$ cat config.mk
export PLATFORM = sky130hd
export DESIGN_NAME = lbdr_route_stage_flat
export DESIGN_NICKNAME = d
export VERILOG_FILES = /design/src/rtl/lbdr_pkg.sv /design/src/rtl/lbdr_route_stage_if.sv /design/src/rtl/lbdr_route_calc.sv /design/src/rtl/lbdr_route_stage.sv /design/src/flat_wrapper.sv
export SDC_FILE = /design/constraint.sdc
export NUM_CORES = 1
export LEC_CHECK = 0
export BUFFER_PORTS_ARGS = -buffer_cell sky130_fd_sc_hd__buf_2
export CAP_MARGIN = 0
export CORE_ASPECT_RATIO = 0.5
export CORE_MARGIN = 3
export CORE_UTILIZATION = 35
export CTS_BUF_LIST = sky130_fd_sc_hd__clkbuf_8 sky130_fd_sc_hd__clkbuf_16
export CTS_CLUSTER_DIAMETER = 150
export DETAILED_ROUTE_END_ITERATION = 16
export GPL_TIMING_DRIVEN = 0
export PLACE_DENSITY = 0.59
export SETUP_SLACK_MARGIN = 0.05
export SLEW_MARGIN = 15
export SYNTH_ARGS = -nofsm -noshare
export SYNTH_HDL_FRONTEND = slang
export SYNTH_SLANG_ARGS = --single-unit
$ cat constraint.sdc
create_clock -name clk -period 2.6 [get_ports clk]
set_input_delay 0.26 -clock clk [delete_from_list [all_inputs] [get_ports clk]]
set_output_delay 0.26 -clock clk [all_outputs]
set_load 0.02 [all_outputs]
$ cat src/rtl/lbdr_pkg.sv
// Shared types and constants for the LBDR route-computation stage.
// Port vector bit order is {L,S,W,E,N}.
package lbdr_pkg;

    localparam int unsigned P_N   = 0;
    localparam int unsigned P_E   = 1;
    localparam int unsigned P_W   = 2;
    localparam int unsigned P_S   = 3;
    localparam int unsigned P_L   = 4;
    localparam int unsigned PORTS = 5;
    localparam int unsigned ID_W  = 3;
    localparam int unsigned RXY_W = 8;
    localparam int unsigned CX_W  = 4;

    localparam logic [ID_W-1:0] FLIT_HEADER  = 3'b001;
    localparam logic [ID_W-1:0] FLIT_PAYLOAD = 3'b010;
    localparam logic [ID_W-1:0] FLIT_TAIL    = 3'b100;

    typedef logic [PORTS-1:0] port_vec_t;

    typedef enum logic [1:0] {
        IDLE = 2'd0,
        PKT  = 2'd1,
        DROP = 2'd2
    } lbdr_state_t;

    typedef struct packed {
        logic rsw;
        logic rse;
        logic rws;
        logic rwn;
        logic res;
        logic ren;
        logic rnw;
        logic rne;
    } rxy_t;

    typedef struct packed {
        logic cs;
        logic cw;
        logic ce;
        logic cn;
    } cx_t;

endpackage

$ cat src/rtl/lbdr_route_stage_if.sv
// Flit handshake bundle of the route stage: input side from the buffer,
// output side towards the switch allocator.
interface lbdr_route_stage_if #(
    parameter int unsigned XW = 2,
    parameter int unsigned YW = 2,
    parameter int unsigned DW = 32
);
    logic                       in_valid;
    logic                       in_ready;
    logic [lbdr_pkg::ID_W-1:0]  in_id;
    logic [XW+YW-1:0]           in_dst;
    logic [DW-1:0]              in_data;
    logic                       out_valid;
    logic                       out_ready;
    logic [lbdr_pkg::ID_W-1:0]  out_id;
    logic [DW-1:0]              out_data;
    lbdr_pkg::port_vec_t        out_port;

    modport master (
        output in_valid, in_id, in_dst, in_data, out_ready,
        input  in_ready, out_valid, out_id, out_data, out_port
    );

    modport slave (
        input  in_valid, in_id, in_dst, in_data, out_ready,
        output in_ready, out_valid, out_id, out_data, out_port
    );
endinterface

$ cat src/rtl/lbdr_route_calc.sv
// Combinational minimal LBDR port computation; with LBDR_DEROUTE_EN an
// unroutable destination falls back to one connected deroute port.
module lbdr_route_calc
    import lbdr_pkg::*;
#(
    parameter int unsigned XW = 2,
    parameter int unsigned YW = 2
) (
    input  logic [XW+YW-1:0] dst,
    input  logic [XW+YW-1:0] cur,
    input  rxy_t             rxy,
    input  cx_t              cx,
`ifdef LBDR_DEROUTE_EN
    input  logic [RXY_W-1:0] drt,
`endif
    output port_vec_t        route
);
    logic [XW-1:0] xd, xc;
    logic [YW-1:0] yd, yc;
    logic          n1, e1, w1, s1;
    port_vec_t     min_vec;

    assign xd = dst[XW-1:0];
    assign yd = dst[XW+YW-1:XW];
    assign xc = cur[XW-1:0];
    assign yc = cur[XW+YW-1:XW];

    // North is towards smaller y, east towards larger x
    assign n1 = yd < yc;
    assign s1 = yc < yd;
    assign e1 = xc < xd;
    assign w1 = xd < xc;

    always_comb begin
        min_vec        = '0;
        min_vec[P_N]   = ((n1 & ~e1 & ~w1) | (n1 & e1 & rxy.rne) | (n1 & w1 & rxy.rnw)) & cx.cn;
        min_vec[P_E]   = ((e1 & ~n1 & ~s1) | (e1 & n1 & rxy.ren) | (e1 & s1 & rxy.res)) & cx.ce;
        min_vec[P_W]   = ((w1 & ~n1 & ~s1) | (w1 & n1 & rxy.rwn) | (w1 & s1 & rxy.rws)) & cx.cw;
        min_vec[P_S]   = ((s1 & ~e1 & ~w1) | (s1 & e1 & rxy.rse) | (s1 & w1 & rxy.rsw)) & cx.cs;
        min_vec[P_L]   = ~(n1 | e1 | w1 | s1);
    end

`ifdef LBDR_DEROUTE_EN
    logic [1:0]      quad;
    logic [1:0]      sel;
    logic [CX_W-1:0] drt_vec;

    // Quadrant {south, west} picks a 2-bit port code {N,E,W,S} from drt
    assign quad    = {s1, w1};
    assign sel     = drt[{quad, 1'b0} +: 2];
    assign drt_vec = (CX_W'(1) << sel) & CX_W'(cx);
    assign route   = (min_vec == '0) ? {1'b0, drt_vec} : min_vec;
`else
    assign route   = min_vec;
`endif

endmodule

$ cat src/rtl/lbdr_route_stage.sv
// LBDR route stage for one router input port: routes headers, latches the
// port for the rest of the packet, one-flit register slice. Option: LBDR_DEROUTE_EN.
module lbdr_route_stage
    import lbdr_pkg::*;
#(
    parameter int unsigned      XW      = 2,
    parameter int unsigned      YW      = 2,
    parameter int unsigned      DW      = 32,
    parameter logic [7:0]       RXY_RST = 8'h3C,
    parameter logic [3:0]       CX_RST  = 4'hF,
    parameter logic [XW+YW-1:0] CUR_RST = (XW+YW)'(5)
) (
    input  logic                clk,
    input  logic                rst,
    input  logic                cfg_we,
    input  logic [RXY_W-1:0]    cfg_rxy,
    input  logic [CX_W-1:0]     cfg_cx,
    input  logic [XW+YW-1:0]    cfg_cur,
    input  logic [RXY_W-1:0]    cfg_drt,
    output logic                cfg_busy,
    lbdr_route_stage_if.slave   bus,
    output logic                err
);
    lbdr_state_t       state_q, state_d;
    logic              out_valid_q, out_valid_d;
    logic [ID_W-1:0]   out_id_q, out_id_d;
    logic [DW-1:0]     out_data_q, out_data_d;
    port_vec_t         out_port_q, out_port_d;
    logic              err_q, err_d;
    port_vec_t         port_q, port_d;
    rxy_t              rxy_q;
    cx_t               cx_q;
    logic [XW+YW-1:0]  cur_q;
    port_vec_t         route;
    logic              in_xfer, is_hdr, is_tail, new_hdr, fwd;
    port_vec_t         fwd_port;

    assign bus.in_ready  = ~out_valid_q | bus.out_ready;
    assign cfg_busy      = (state_q != IDLE) | out_valid_q;
    assign in_xfer       = bus.in_valid & bus.in_ready;
    assign is_hdr        = bus.in_id == FLIT_HEADER;
    assign is_tail       = bus.in_id == FLIT_TAIL;

    assign bus.out_valid = out_valid_q;
    assign bus.out_id    = out_id_q;
    assign bus.out_data  = out_data_q;
    assign bus.out_port  = out_port_q;
    assign err           = err_q;

`ifdef LBDR_DEROUTE_EN
    logic [RXY_W-1:0] drt_q;

    always_ff @(posedge clk or negedge rst) begin
        if (!rst)                      drt_q <= '0;
        else if (cfg_we && !cfg_busy)  drt_q <= cfg_drt;
    end

    lbdr_route_calc #(.XW(XW), .YW(YW)) u_calc (
        .dst   (bus.in_dst),
        .cur   (cur_q),
        .rxy   (rxy_q),
        .cx    (cx_q),
        .drt   (drt_q),
        .route (route)
    );
`else
    logic unused_drt;
    assign unused_drt = ^cfg_drt;

    lbdr_route_calc #(.XW(XW), .YW(YW)) u_calc (
        .dst   (bus.in_dst),
        .cur   (cur_q),
        .rxy   (rxy_q),
        .cx    (cx_q),
        .route (route)
    );
`endif

    // Configuration loads only while idle and empty; headers use the old value
    always_ff @(posedge clk or negedge rst) begin
        if (!rst) begin
            rxy_q <= rxy_t'(RXY_RST);
            cx_q  <= cx_t'(CX_RST);
            cur_q <= CUR_RST;
        end else if (cfg_we && !cfg_busy) begin
            rxy_q <= rxy_t'(cfg_rxy);
            cx_q  <= cx_t'(cfg_cx);
            cur_q <= cfg_cur;
        end
    end

    always_ff @(posedge clk or negedge rst) begin
        if (!rst) begin
            state_q     <= IDLE;
            out_valid_q <= 1'b0;
            out_id_q    <= '0;
            out_data_q  <= '0;
            out_port_q  <= '0;
            err_q       <= 1'b0;
            port_q      <= '0;
        end else begin
            state_q     <= state_d;
            out_valid_q <= out_valid_d;
            out_id_q    <= out_id_d;
            out_data_q  <= out_data_d;
            out_port_q  <= out_port_d;
            err_q       <= err_d;
            port_q      <= port_d;
        end
    end

    // Packet FSM and output slice; a header in any state is routed afresh
    always_comb begin
        state_d     = state_q;
        out_valid_d = out_valid_q & ~bus.out_ready;
        out_id_d    = out_id_q;
        out_data_d  = out_data_q;
        out_port_d  = out_port_q;
        err_d       = err_q;
        port_d      = port_q;
        new_hdr     = 1'b0;
        fwd         = 1'b0;
        fwd_port    = port_q;

        if (in_xfer) begin
            case (state_q)
                IDLE: begin
                    if (is_hdr) new_hdr = 1'b1;
                    else        err_d   = 1'b1;
                end
                PKT: begin
                    if (is_hdr) begin
                        err_d   = 1'b1;
                        new_hdr = 1'b1;
                    end else begin
                        fwd = 1'b1;
                        if (is_tail) state_d = IDLE;
                    end
                end
                DROP: begin
                    if (is_hdr) begin
                        err_d   = 1'b1;
                        new_hdr = 1'b1;
                    end else if (is_tail) begin
                        state_d = IDLE;
                    end
                end
                default: state_d = IDLE;
            endcase

            if (new_hdr) begin
                if (route != '0) begin
                    state_d  = PKT;
                    port_d   = route;
                    fwd      = 1'b1;
                    fwd_port = route;
                end else begin
                    state_d  = DROP;
                    err_d    = 1'b1;
                end
            end

            if (fwd) begin
                out_valid_d = 1'b1;
                out_id_d    = bus.in_id;
                out_data_d  = bus.in_data;
                out_port_d  = fwd_port;
            end
        end
    end

endmodule

$ cat src/flat_wrapper.sv
// flat-port wrapper written by rule: the top's interface ports become plain ports
module lbdr_route_stage_flat import lbdr_pkg::*;
#(
    parameter int unsigned      XW      = 2,
    parameter int unsigned      YW      = 2,
    parameter int unsigned      DW      = 32,
    parameter logic [7:0]       RXY_RST = 8'h3C,
    parameter logic [3:0]       CX_RST  = 4'hF,
    parameter logic [XW+YW-1:0] CUR_RST = (XW+YW)'(5)
)
  (clk, rst, cfg_we, cfg_rxy, cfg_cx, cfg_cur, cfg_drt, cfg_busy, err, bus_in_valid, bus_in_id, bus_in_dst, bus_in_data, bus_out_ready, bus_in_ready, bus_out_valid, bus_out_id, bus_out_data, bus_out_port);
  lbdr_route_stage_if #(.XW(XW), .YW(YW), .DW(DW)) bus_i ();
  input  logic clk;
  input  logic rst;
  input  logic cfg_we;
  input  logic [RXY_W-1:0] cfg_rxy;
  input  logic [CX_W-1:0] cfg_cx;
  input  logic [XW+YW-1:0] cfg_cur;
  input  logic [RXY_W-1:0] cfg_drt;
  output logic cfg_busy;
  output logic err;
  input wire logic [$bits(bus_i.in_valid)-1:0] bus_in_valid;
  input wire logic [$bits(bus_i.in_id)-1:0] bus_in_id;
  input wire logic [$bits(bus_i.in_dst)-1:0] bus_in_dst;
  input wire logic [$bits(bus_i.in_data)-1:0] bus_in_data;
  input wire logic [$bits(bus_i.out_ready)-1:0] bus_out_ready;
  output wire logic [$bits(bus_i.in_ready)-1:0] bus_in_ready;
  output wire logic [$bits(bus_i.out_valid)-1:0] bus_out_valid;
  output wire logic [$bits(bus_i.out_id)-1:0] bus_out_id;
  output wire logic [$bits(bus_i.out_data)-1:0] bus_out_data;
  output wire logic [$bits(bus_i.out_port)-1:0] bus_out_port;
  assign bus_i.in_valid = bus_in_valid;
  assign bus_i.in_id = bus_in_id;
  assign bus_i.in_dst = bus_in_dst;
  assign bus_i.in_data = bus_in_data;
  assign bus_i.out_ready = bus_out_ready;
  assign bus_in_ready = bus_i.in_ready;
  assign bus_out_valid = bus_i.out_valid;
  assign bus_out_id = bus_i.out_id;
  assign bus_out_data = bus_i.out_data;
  assign bus_out_port = bus_i.out_port;
  lbdr_route_stage #(.XW(XW), .YW(YW), .DW(DW), .RXY_RST(RXY_RST), .CX_RST(CX_RST), .CUR_RST(CUR_RST)) u_core (.clk(clk), .rst(rst), .cfg_we(cfg_we), .cfg_rxy(cfg_rxy), .cfg_cx(cfg_cx), .cfg_cur(cfg_cur), .cfg_drt(cfg_drt), .cfg_busy(cfg_busy), .bus(bus_i), .err(err));
endmodule
# Word-level counts from Yosys, hierarchy flattened
# Index checks and enable logic that the tools add are counted.
[totals] mem_bits_rw=0 regBits=65 latchBits=0 inputBits=68 wordCells=108 mem_bits_ro=0 mem_count=0
[classes] shift=0 mux=22 n_div=0 add_sub_neg=0 bitwise=46 reduce_logical=9 n_mul=0 magnitude_cmp=4 eq_ne=7
[ops] cell="AND 1 bit" n=26
[ops] cell="two-way mux 1 bit" n=14
[ops] cell="OR 1 bit" n=13
[ops] cell="two-way mux 5 bit" n=2
[ops] cell="less-than comparator 2 bit" n=4
[ops] cell="two-way mux 2 bit" n=4
[ops] cell="inverter 1 bit" n=7
[ops] cell="nonzero test 5 bit" n=1
[ops] cell="one-hot mux 2 bit (2 select lines)" n=1
[ops] cell="AND reduction 4 bit" n=1
[ops] cell="equality test 3 x 1 -> 1 bit, second input constant" n=1
[ops] cell="equality test 3 bit, second input constant" n=1
[ops] cell="!= test 3 x 1 -> 1 bit, second input constant" n=1
[ops] cell="!= test 3 bit, second input constant" n=1
[ops] cell="OR reduction 3 bit" n=1
[ops] cell="equality test 2 x 1 -> 1 bit, second input constant" n=1
[ops] cell="equality test 2 bit, second input constant" n=1
[ops] cell="zero test 2 bit" n=1
[ops] cell="!= test 2 x 1 -> 1 bit, second input constant" n=1
[ops] cell="one-hot mux 1 bit (2 select lines)" n=1
[ops] cell="AND reduction 2 bit" n=1
[ops] cell="nonzero test 2 bit" n=1
[ops] cell="OR reduction 2 bit" n=1
[ops] cell="logical AND 1 bit" n=1
[ops] cell="zero test 1 bit" n=1

# Longest topological paths before layout
# Gate-level depths: netlist (run 1).
[logic_depth] depth_word=13 ltp_mapped=10

# Cells and area by module
# A second synthesis (run 1) with hierarchy kept.
[hier_totals] cells_unflattened=205 hier_area_um2=3094.2
[by_module_without_submodules] module="lbdr_route_stage" n_inst=1 cells_each=170 area_per_inst_um2=2830.2 seq_area_each_um2=1639.1
[by_module_without_submodules] module="lbdr_route_calc" n_inst=1 cells_each=35 area_per_inst_um2=264.0 seq_area_each_um2=0.0

# Least setup slack after synthesis (run 1)
# No wires, ideal clock.
[synth_timing] kind="register -> register" startpoint="register u_core.cur_q[3]" endpoint="register u_core.out_data_q[19] (netlist: u_core.bus.out_data[19])" synth_period_minus_slack_ns=2.588 stages_incl_launch_ff=11 arrival_ns=2.463 setup_slack_ns=0.012 t_required_ns=2.475 path_cell_list="dfrtp_1 -> inv_1 -> ha_1 -> nor2b_4 -> or3b_2 -> o31a_1 -> nor4b_4 -> o21ai_2 -> buf_4 -> buf_6 -> mux2_4"
[synth_via] elab_chain_cells=12 word_cells_on_any_way=45
[synth_lines] item="start: declaration" line="lbdr_route_stage.sv:33" source="logic [XW+YW-1:0] cur_q;"
[synth_lines] item="start signal: assignment" line="lbdr_route_stage.sv:88" source="cur_q <= cfg_cur;"
[synth_lines] item="less-than comparator 2 bit" line="lbdr_route_calc.sv:29" source="assign n1 = yd < yc;"
[synth_lines] item="inverter 1 bit" line="lbdr_route_calc.sv:37, lbdr_route_calc.sv:38"
[synth_lines] item="AND 1 bit, on equally long branches (2 in a row)" line="lbdr_route_calc.sv:37, lbdr_route_calc.sv:38"
[synth_lines] item="OR 1 bit, on equally long branches (2 in a row)" line="lbdr_route_calc.sv:37, lbdr_route_calc.sv:38"
[synth_lines] item="AND 1 bit, on equally long branches" line="lbdr_route_calc.sv:37, lbdr_route_calc.sv:38"
[synth_lines] item="nonzero test 5 bit *" line="lbdr_route_stage.sv:152" source="if (route != '0) begin"
[synth_lines] item="two-way mux 1 bit *" line="lbdr_route_stage.sv:152"
[synth_lines] item="two-way mux 1 bit *" line="lbdr_route_stage.sv:151" source="if (new_hdr) begin"
[synth_lines] item="two-way mux 1 bit *" line="lbdr_route_stage.sv:125" source="if (in_xfer) begin"
[synth_lines] item="AND reduction 2 bit (no line) *"
[synth_lines] item="end signal: assignment" line="lbdr_route_stage.sv:105" source="out_data_q <= out_data_d;"
[synth_lines] item="end: declaration" line="lbdr_route_stage.sv:27" source="logic [DW-1:0] out_data_q, out_data_d;"
# Every way passes the cells marked *; elsewhere a longest branch is shown, timed or not. The select of a mux whose other input is x is not followed.
# A chain may end at the register's enable or synchronous reset.

# Worst setup path after layout (run 1)
[layout_timing] startpoint="register u_core.cur_q[3]" endpoint="register u_core.out_data_q[24] (netlist: u_core.bus.out_data[24])"
# Same word-level chain as after synthesis.

==> impl_metrics.yaml, run 1 <==
run_status:
  status: "complete, no violations"
logic_synthesis:
  syn_area_um2: 2935
  synth_area_per_cell_um2: 13.05
  fraction_of_the_yosys_area_taken_by_sequential_cells: 0.5584
  synth_fp_nets: 300
  synth_top_cells_by_area: "sky130_fd_sc_hd__dfrtp_1 47%, sky130_fd_sc_hd__mux2_2 17%, sky130_fd_sc_hd__dfstp_2 9.0%"
  post-synth-top-area-fraction: 0.4689
  yosysUniqueCellTypes: 47
  async_flop_share: 1.000
  synth_seq_cells: 65
  synth_top_cells_by_count: "55 x sky130_fd_sc_hd__dfrtp_1, 45 x sky130_fd_sc_hd__mux2_2, 14 x sky130_fd_sc_hd__nand2_1, 11 x sky130_fd_sc_hd__inv_1"
  synth_top_flop_cell: "sky130_fd_sc_hd__dfrtp_1"
  cells_after_synth: 225
  yosys.cell_count.top_type: "sky130_fd_sc_hd__dfrtp_1"
  ys.warnings.count: 0
  number_of_synthesized_flops_with_an_enable_pin: 0
  post-synth-top-area-cell: "sky130_fd_sc_hd__dfrtp_1"
setup_path:
  worst_r2r_startpoint: "u_core.cur_q[3]$_DFFE_PN0P_"
  rr_endpoint: "u_core.bus.out_data[24]$_DFFE_PN0P_"
  reg2reg_slack_ps: 80
  criticalPathCategory: "flop to flop"
  rr_worst_depth: 10
  kind_of_end_point_of_the_critical_path: "flop"
  startpoint_type: "flop"
  arrival_ps: 2720
  required_ps: 2800
  critical_path.max_fanout: 5
routing:
  detailedRoute.firstIterationViolations: 50
  detail_route.vias_per_cell: 4.791
  ant_nets: 0
  drt-pass1-iter-count: 4
  dr_total_vias: 2204
  routed_wire_length_per_instance_um: 14.76
  drc: 0
  detail_route.wirelength_um: 6790
placement:
  placement.setup.worst_slack_ps: -299.4
  final_replace_weighted_congestion: 0.7835
  dp_cells: 437
  port_buffers: 103
  post_dp_hpwl_um: 5003
die:
  core_um2: 7735
  boundaryPins: 112
  width_of_the_chip_um: 135.5
  die-area_um2: 9588
  number_of_rows_created_at_floorplan: 22
  floorplan.initialDensity: 0.3795
  die_h_um: 70.76
sta:
  max_clock_freq_mhz: 396.5
  timing_worst_slew_pin_value_ps: 577.4
  rsz0062_at_grt: "true"
  setup_ws_ps: 77.70
  final.period_utilization: 0.9701
  timing.max_slew.rel_slack: 0.6151
  period_minus_slack_ps: 2522
  finalSetupViolCount: 0
  hold_viol: 0
  drv_slew: 0
  finClkSkew_ps: 6.658
global_routing:
  grt_first_pass_wirelength_um: 11120
  global_route.usage.total: 0.1472
  grt_antenna_before_repair: 0
  grt_pass1_vias: 2348
  grt_overflow: 0
  grt_start_max_net_pins: 46
clocking:
  tritoncts: "built"
  clock_latency_ps: 320
  clock_sinks: 65
  path_clk_slew_ps: 50
  cts-root-buf: "sky130_fd_sc_hd__clkbuf_16"
  cts-buffers-inserted: 9
  cts_htree_levels: 3
  cts.path.max_buffers: 2
power_and_ir_drop:
  p_leak_uw: 0.001949
  vdd_ir_drop_max_mv: 0.4821
  pwr_density_cell_nw_per_um2: 1344
  totalPowerFinal_uw: 5491
finish:
  finalNonFillerCells: 460
  drive_gt1_frac: 0.5795
  area_growth_pct: 39.17
  ant_diodes: 0
  nets: 422
min_path:
  cell_depth_of_the_worst_min_delay_path: 2
  hold_end: "u_core.bus.out_data[2]$_DFFE_PN0P_"
  worstHoldStart: "bus_in_data[2]"
  worst_min_path_class: "input pin to flop"
run:
  cap_violations: 0
-- how the worst max path moves through the flow --
stage	start	end	slack, ps	cells past startpoint
after floorplan	u_core.cur_q[3]$_DFFE_PN0P_	u_core.bus.out_data[19]$_DFFE_PN0P_	50	10
after global placement	bus_in_dst[3]	u_core.bus.out_data[21]$_DFFE_PN0P_	-250	10
after detailed placement	bus_in_dst[3]	u_core.bus.out_data[3]$_DFFE_PN0P_	-300	9
after CTS	u_core.cur_q[3]$_DFFE_PN0P_	u_core.bus.out_data[22]$_DFFE_PN0P_	20	10
after global routing	u_core.cur_q[3]$_DFFE_PN0P_	u_core.bus.out_data[26]$_DFFE_PN0P_	-20	10
final	u_core.cur_q[3]$_DFFE_PN0P_	u_core.bus.out_data[24]$_DFFE_PN0P_	80	10
-- layout make-up --
type,count,area (µm²)
fillers,712,3650
clock inverters,6,23.77
clock buffers,10,239.0
inverters,11,41.29
flip-flops and latches,65,1639
repair buffers,111,630.6
multi-input cells,143,1323
plain buffers,6,53.80
well taps,108,135.1
-- logic make-up (layout without fill, tap and decap cells) --
kind of cell | Yosys count | in the layout | synth area share
buf+inv | 17 | 144 | 0.02643
flops | 65 | 65 | 0.5584
mux | 49 | 49 | 0.1931
compound gates | 34 | 34 | 0.09037
fa+ha+maj | 7 | 7 | 0.02984
simple gates | 53 | 53 | 0.1019
-- where the power goes --
part	total [µW]	internal (µW)	leakage, µW	switching [µW]
Combinational	2590	1270	0.00103	1330
Clock	1040	650	0.000149	389
Sequential	1860	1580	0.000769	277
-- per-layer routing --
layer / GRT usage / share of wire / wire (µm)
met5: 0 / 0 / 0
met4: 0.06257 / 0.016 / 108
met3: 0.04759 / 0.051 / 344
met2: 0.2511 / 0.49 / 3352
met1: 0.1725 / 0.44 / 2985
-- stage by stage --
step	cell area, µm²	hold slack (ps)	TNS [ps]	util
floorplan	2939	-35.59	0	-
global placement	3590	473.2	-7222	0.4641
detailed placement	3620	167.4	-8884	0.4680
CTS	3979	151.3	0	0.5144
global route	4085	155.0	-125.6	0.5281
finish	4085	166.0	0	0.5281
-- placed cells by master (no fill, tap or decap), drive strengths merged, types with 6 or more instances in the layout --
cell / count
o21ai: 8
buf: 113
nand2: 14
dfstp: 10
clkbuf: 13
nor3: 6
ha: 7
nor2: 10
dfrtp: 55
inv: 16
mux2: 49
-- state kept, by name, summed over array words and instances, names as in the netlist --
register / cells
u_core.bus.out_data: 32
u_core.bus.out_id: 3
u_core.bus.out_port: 5
u_core.bus.out_valid: 1
u_core.cur_q: 4
u_core.cx_q: 4
u_core.err: 1
u_core.port_q: 5
u_core.rxy_q: 8
u_core.state_q: 2
-- critical path, stage by stage, from the launching register on --
cell and delay [ps]:
sky130_fd_sc_hd__dfrtp_1 380, sky130_fd_sc_hd__inv_2 70, sky130_fd_sc_hd__ha_4 200, sky130_fd_sc_hd__nor2b_4 130, sky130_fd_sc_hd__or2_4 260, sky130_fd_sc_hd__o2111a_2 280
sky130_fd_sc_hd__nor4b_4 350, sky130_fd_sc_hd__o21ai_2 130, sky130_fd_sc_hd__buf_6 160, sky130_fd_sc_hd__clkbuf_16 150, sky130_fd_sc_hd__mux2_4 290
-- what timing repair did --
item	4_1_cts	5_1_grt
resized for setup	12	13
buffers inserted	2	3
setup endpoints to repair	40	40
cloned	0	1
pin swaps	5	4
endpoints found under the hold margin	20	0
hold buffers	1	0
(Power assumes the default switching activity.)
==> run 2: changes to the inputs <==
--- a/config.mk
+++ b/config.mk
@@ -14,9 +14,10 @@
 export CTS_CLUSTER_DIAMETER = 150
 export DETAILED_ROUTE_END_ITERATION = 16
 export GPL_TIMING_DRIVEN = 0
-export PLACE_DENSITY = 0.59
+export PLACE_DENSITY = 0.58
 export SETUP_SLACK_MARGIN = 0.05
 export SLEW_MARGIN = 15
 export SYNTH_ARGS = -nofsm -noshare
 export SYNTH_HDL_FRONTEND = slang
+export SYNTH_HIERARCHICAL = 1
 export SYNTH_SLANG_ARGS = --single-unit
==> run 2 against run 1 <==
Against the previous run: the run now ends with negative setup slack left; largest cell class unchanged; sequential share of layout area decreased by 2.4 points; critical path depth unchanged; critical path type unchanged; clock skew increased by 2.0 ps; clock-buffer cell count is 1 higher.
==> impl_metrics.yaml, run 2 <==
power_and_ir_drop:
  p_leak_uw: 0.002110
  vdd_ir_drop_max_mv: 0.4946
  pwr_density_cell_nw_per_um2: 1348
clocking:
  cts-buffers-inserted: 9
  clock_latency_ps: 330
  cts_htree_levels: 3
  cts-root-buf: "sky130_fd_sc_hd__clkbuf_16"
  path_clk_slew_ps: 60
  cts.path.max_buffers: 2
  clock_sinks: 65
  tritoncts: "built"
  hold_buffers: 0
global_routing:
  global_route.usage.total: 0.1480
  grt_start_max_net_pins: 66
  grt_overflow: 0
  grt_pass1_vias: 2277
  grt_first_pass_wirelength_um: 11690
  grt_antenna_before_repair: 0
setup_path:
  rr_worst_depth: 10
  worst_r2r_startpoint: "u_core/cur_q[2]$_DFFE_PN1P_"
  cp.buffers_inverters: 3
  arrival_ps: 2900
  startpoint_type: "flop"
  cp_slowest_stage_delay_ps: 570
  rr_endpoint: "u_core/bus.out_data[23]$_DFFE_PN0P_"
  required_ps: 2810
  worstPathCellList: "inv_2 > ha_4 > inv_2 > a21oi_4 > o311a_1 > or4_4 > o21ai_4 > a21oi_4 > clkbuf_16 > mux2_4"
  critPathSlowestCell: "sky130_fd_sc_hd__or4_4"
  criticalPathCategory: "flop to flop"
  kind_of_end_point_of_the_critical_path: "flop"
  cpLargestDelayFamily: "compound AO/OA/AOI/OAI gates"
  critical_path.max_fanout: 6
  reg2reg_slack_ps: -100
logic_synthesis:
  fraction_of_the_yosys_area_taken_by_sequential_cells: 0.5297
  yosys.cell_count.top_type: "sky130_fd_sc_hd__dfrtp_1"
  synth_seq_cells: 65
  post-synth-top-area-fraction: 0.4448
  synth_area_per_cell_um2: 15.09
  synth_top_cells_by_count: "55 x sky130_fd_sc_hd__dfrtp_1, 40 x sky130_fd_sc_hd__mux2_4, 16 x sky130_fd_sc_hd__mux2_2, 13 x sky130_fd_sc_hd__inv_1, 10 x sky130_fd_sc_hd__dfstp_2"
  async_flop_share: 1.000
  yosysUniqueCellTypes: 44
  cells_after_synth: 205
  number_of_synthesized_flops_with_an_enable_pin: 0
  ys.warnings.count: 6
  syn_area_um2: 3094
  synth_fp_nets: 280
  synth_top_cells_by_area: "sky130_fd_sc_hd__dfrtp_1 44%, sky130_fd_sc_hd__mux2_4 19%, sky130_fd_sc_hd__dfstp_2 8.5%"
  synth_top_flop_cell: "sky130_fd_sc_hd__dfrtp_1"
  post-synth-top-area-cell: "sky130_fd_sc_hd__dfrtp_1"
sta:
  finalSetupViolCount: 41
  setup_ws_ps: -95.40
  whs_ps: 36.81
  timing.max_slew.rel_slack: 0.4531
  hold_viol: 0
  max_clock_freq_mhz: 371.0
  drv_slew: 0
  timing_worst_slew_pin_value_ps: 820.4
  finClkSkew_ps: 8.703
  rsz0062_at_grt: "true"
  final.period_utilization: 1.037
  period_minus_slack_ps: 2695
run:
  cap_violations: 0
finish:
  largest_register_ffs: 32
  ant_diodes: 0
  most_frequent_cells_in_the_layout: "103 x sky130_fd_sc_hd__buf_2, 55 x sky130_fd_sc_hd__dfrtp_1, 40 x sky130_fd_sc_hd__mux2_4, 18 x sky130_fd_sc_hd__buf_4, 16 x sky130_fd_sc_hd__mux2_2"
  area_growth_pct: 40.40
  final_core_utilization: 0.5242
  commonest_non_fill_non_tap_cell_in_the_layout: "sky130_fd_sc_hd__buf_2"
  nets: 414
  drive_gt1_frac: 0.6802
routing:
  dr_total_vias: 2134
  detail_route.vias_per_cell: 4.680
  drc: 0
  detailedRoute.firstIterationViolations: 71
  topRoutingLayerUsed: "met4"
  drt-pass1-iter-count: 4
  ant_nets: 0
  met2_length_um: 3619
  detail_route.wirelength.met1_um: 3088
  detail_route.wirelength_um: 7195
  routed_wire_length_per_instance_um: 15.78
  met3RoutedLength_um: 355
die:
  die-area_um2: 10070
  core_um2: 8288
  die_h_um: 72.49
  floorplan.initialDensity: 0.3733
  boundaryPins: 112
  number_of_rows_created_at_floorplan: 23
  width_of_the_chip_um: 139.0
placement:
  final_replace_weighted_congestion: 0.8086
  placement.setup.worst_slack_ps: -577.3
  post_dp_hpwl_um: 4997
  port_buffers: 103
min_path:
  worst_min_path_class: "input pin to asynchronous set/reset pin"
run_status:
  status: "finished, violations left"
  violations: "negative setup slack"
==> run 2: timing repair <==
action                                  in CTS  in global routing
endpoints found under the hold margin        0                  0
resized for setup                           21                  5
endpoints found under the setup margin      48                 41
pin swaps                                    2                  4
cloned                                       1                  1
setup buffers                               10                  8
==> run 2: cell type report <==
| cell class | instances | area (µm²) |
|---|---|---|
| clock buffer | 11 | 252.7 |
| fill | 730 | 3944 |
| tap | 112 | 140.1 |
| sequential | 65 | 1639 |
| multi-input combinational | 121 | 1458 |
| inverter | 13 | 48.80 |
| clock inverter | 5 | 25.02 |
| buffer | 6 | 73.82 |
| timing repair buffer | 123 | 706.9 |
==> run 2: cell families after synthesis <==
| kind of cell | count (synthesis) | synth area share |
|---|---|---|
| flops | 65 | 0.5297 |
| mux | 57 | 0.2556 |
| compound gates | 31 | 0.09584 |
| simple gates | 26 | 0.05743 |
| buf+inv | 19 | 0.03316 |
| fa+ha+maj | 7 | 0.02830 |
==> run 2: metal layers <==
metal / track usage / vias to the layer above
met5: 0 / -
met4: 0.05965 / 0
met3: 0.05069 / 14
met2: 0.2499 / 54
met1: 0.1772 / 1053
li1: - / 1013
==> run 2: power by group <==
part	internal, µW	switching (µW)
Sequential	1580	293
Clock	686	424
Combinational	1500	1380
==> run 2: how the worst max path moves through the flow <==
stage	start	endpoint	slack [ps]	depth (start not counted)
after floorplan	u_core/cur_q[1]$_DFFE_PN0P_	u_core/bus.out_data[0]$_DFFE_PN0P_	-70	10
after global placement	u_core/cur_q[2]$_DFFE_PN1P_	u_core/bus.out_data[31]$_DFFE_PN0P_	-480	9
after detailed placement	u_core/cur_q[2]$_DFFE_PN1P_	u_core/bus.out_data[2]$_DFFE_PN0P_	-580	9
after CTS	u_core/cur_q[1]$_DFFE_PN0P_	u_core/bus.out_data[21]$_DFFE_PN0P_	-100	10
after global routing	u_core/cur_q[1]$_DFFE_PN0P_	u_core/bus.out_data[2]$_DFFE_PN0P_	-170	10
final	u_core/cur_q[2]$_DFFE_PN1P_	u_core/bus.out_data[23]$_DFFE_PN0P_	-100	10
==> run 2: per-stage QoR <==
stage / total power [µW] / cell area [µm²] / std cells / TNS, ps
after floorplan: 3638 / 3100 / 205 / -2725
after global placement: 4275 / 3756 / 420 / -19060
after detailed placement: 4342 / 3759 / 420 / -22770
after CTS: 5785 / 4247 / 447 / -3002
after global routing: 6209 / 4344 / 456 / -6516
final: 5856 / 4344 / 456 / -3341
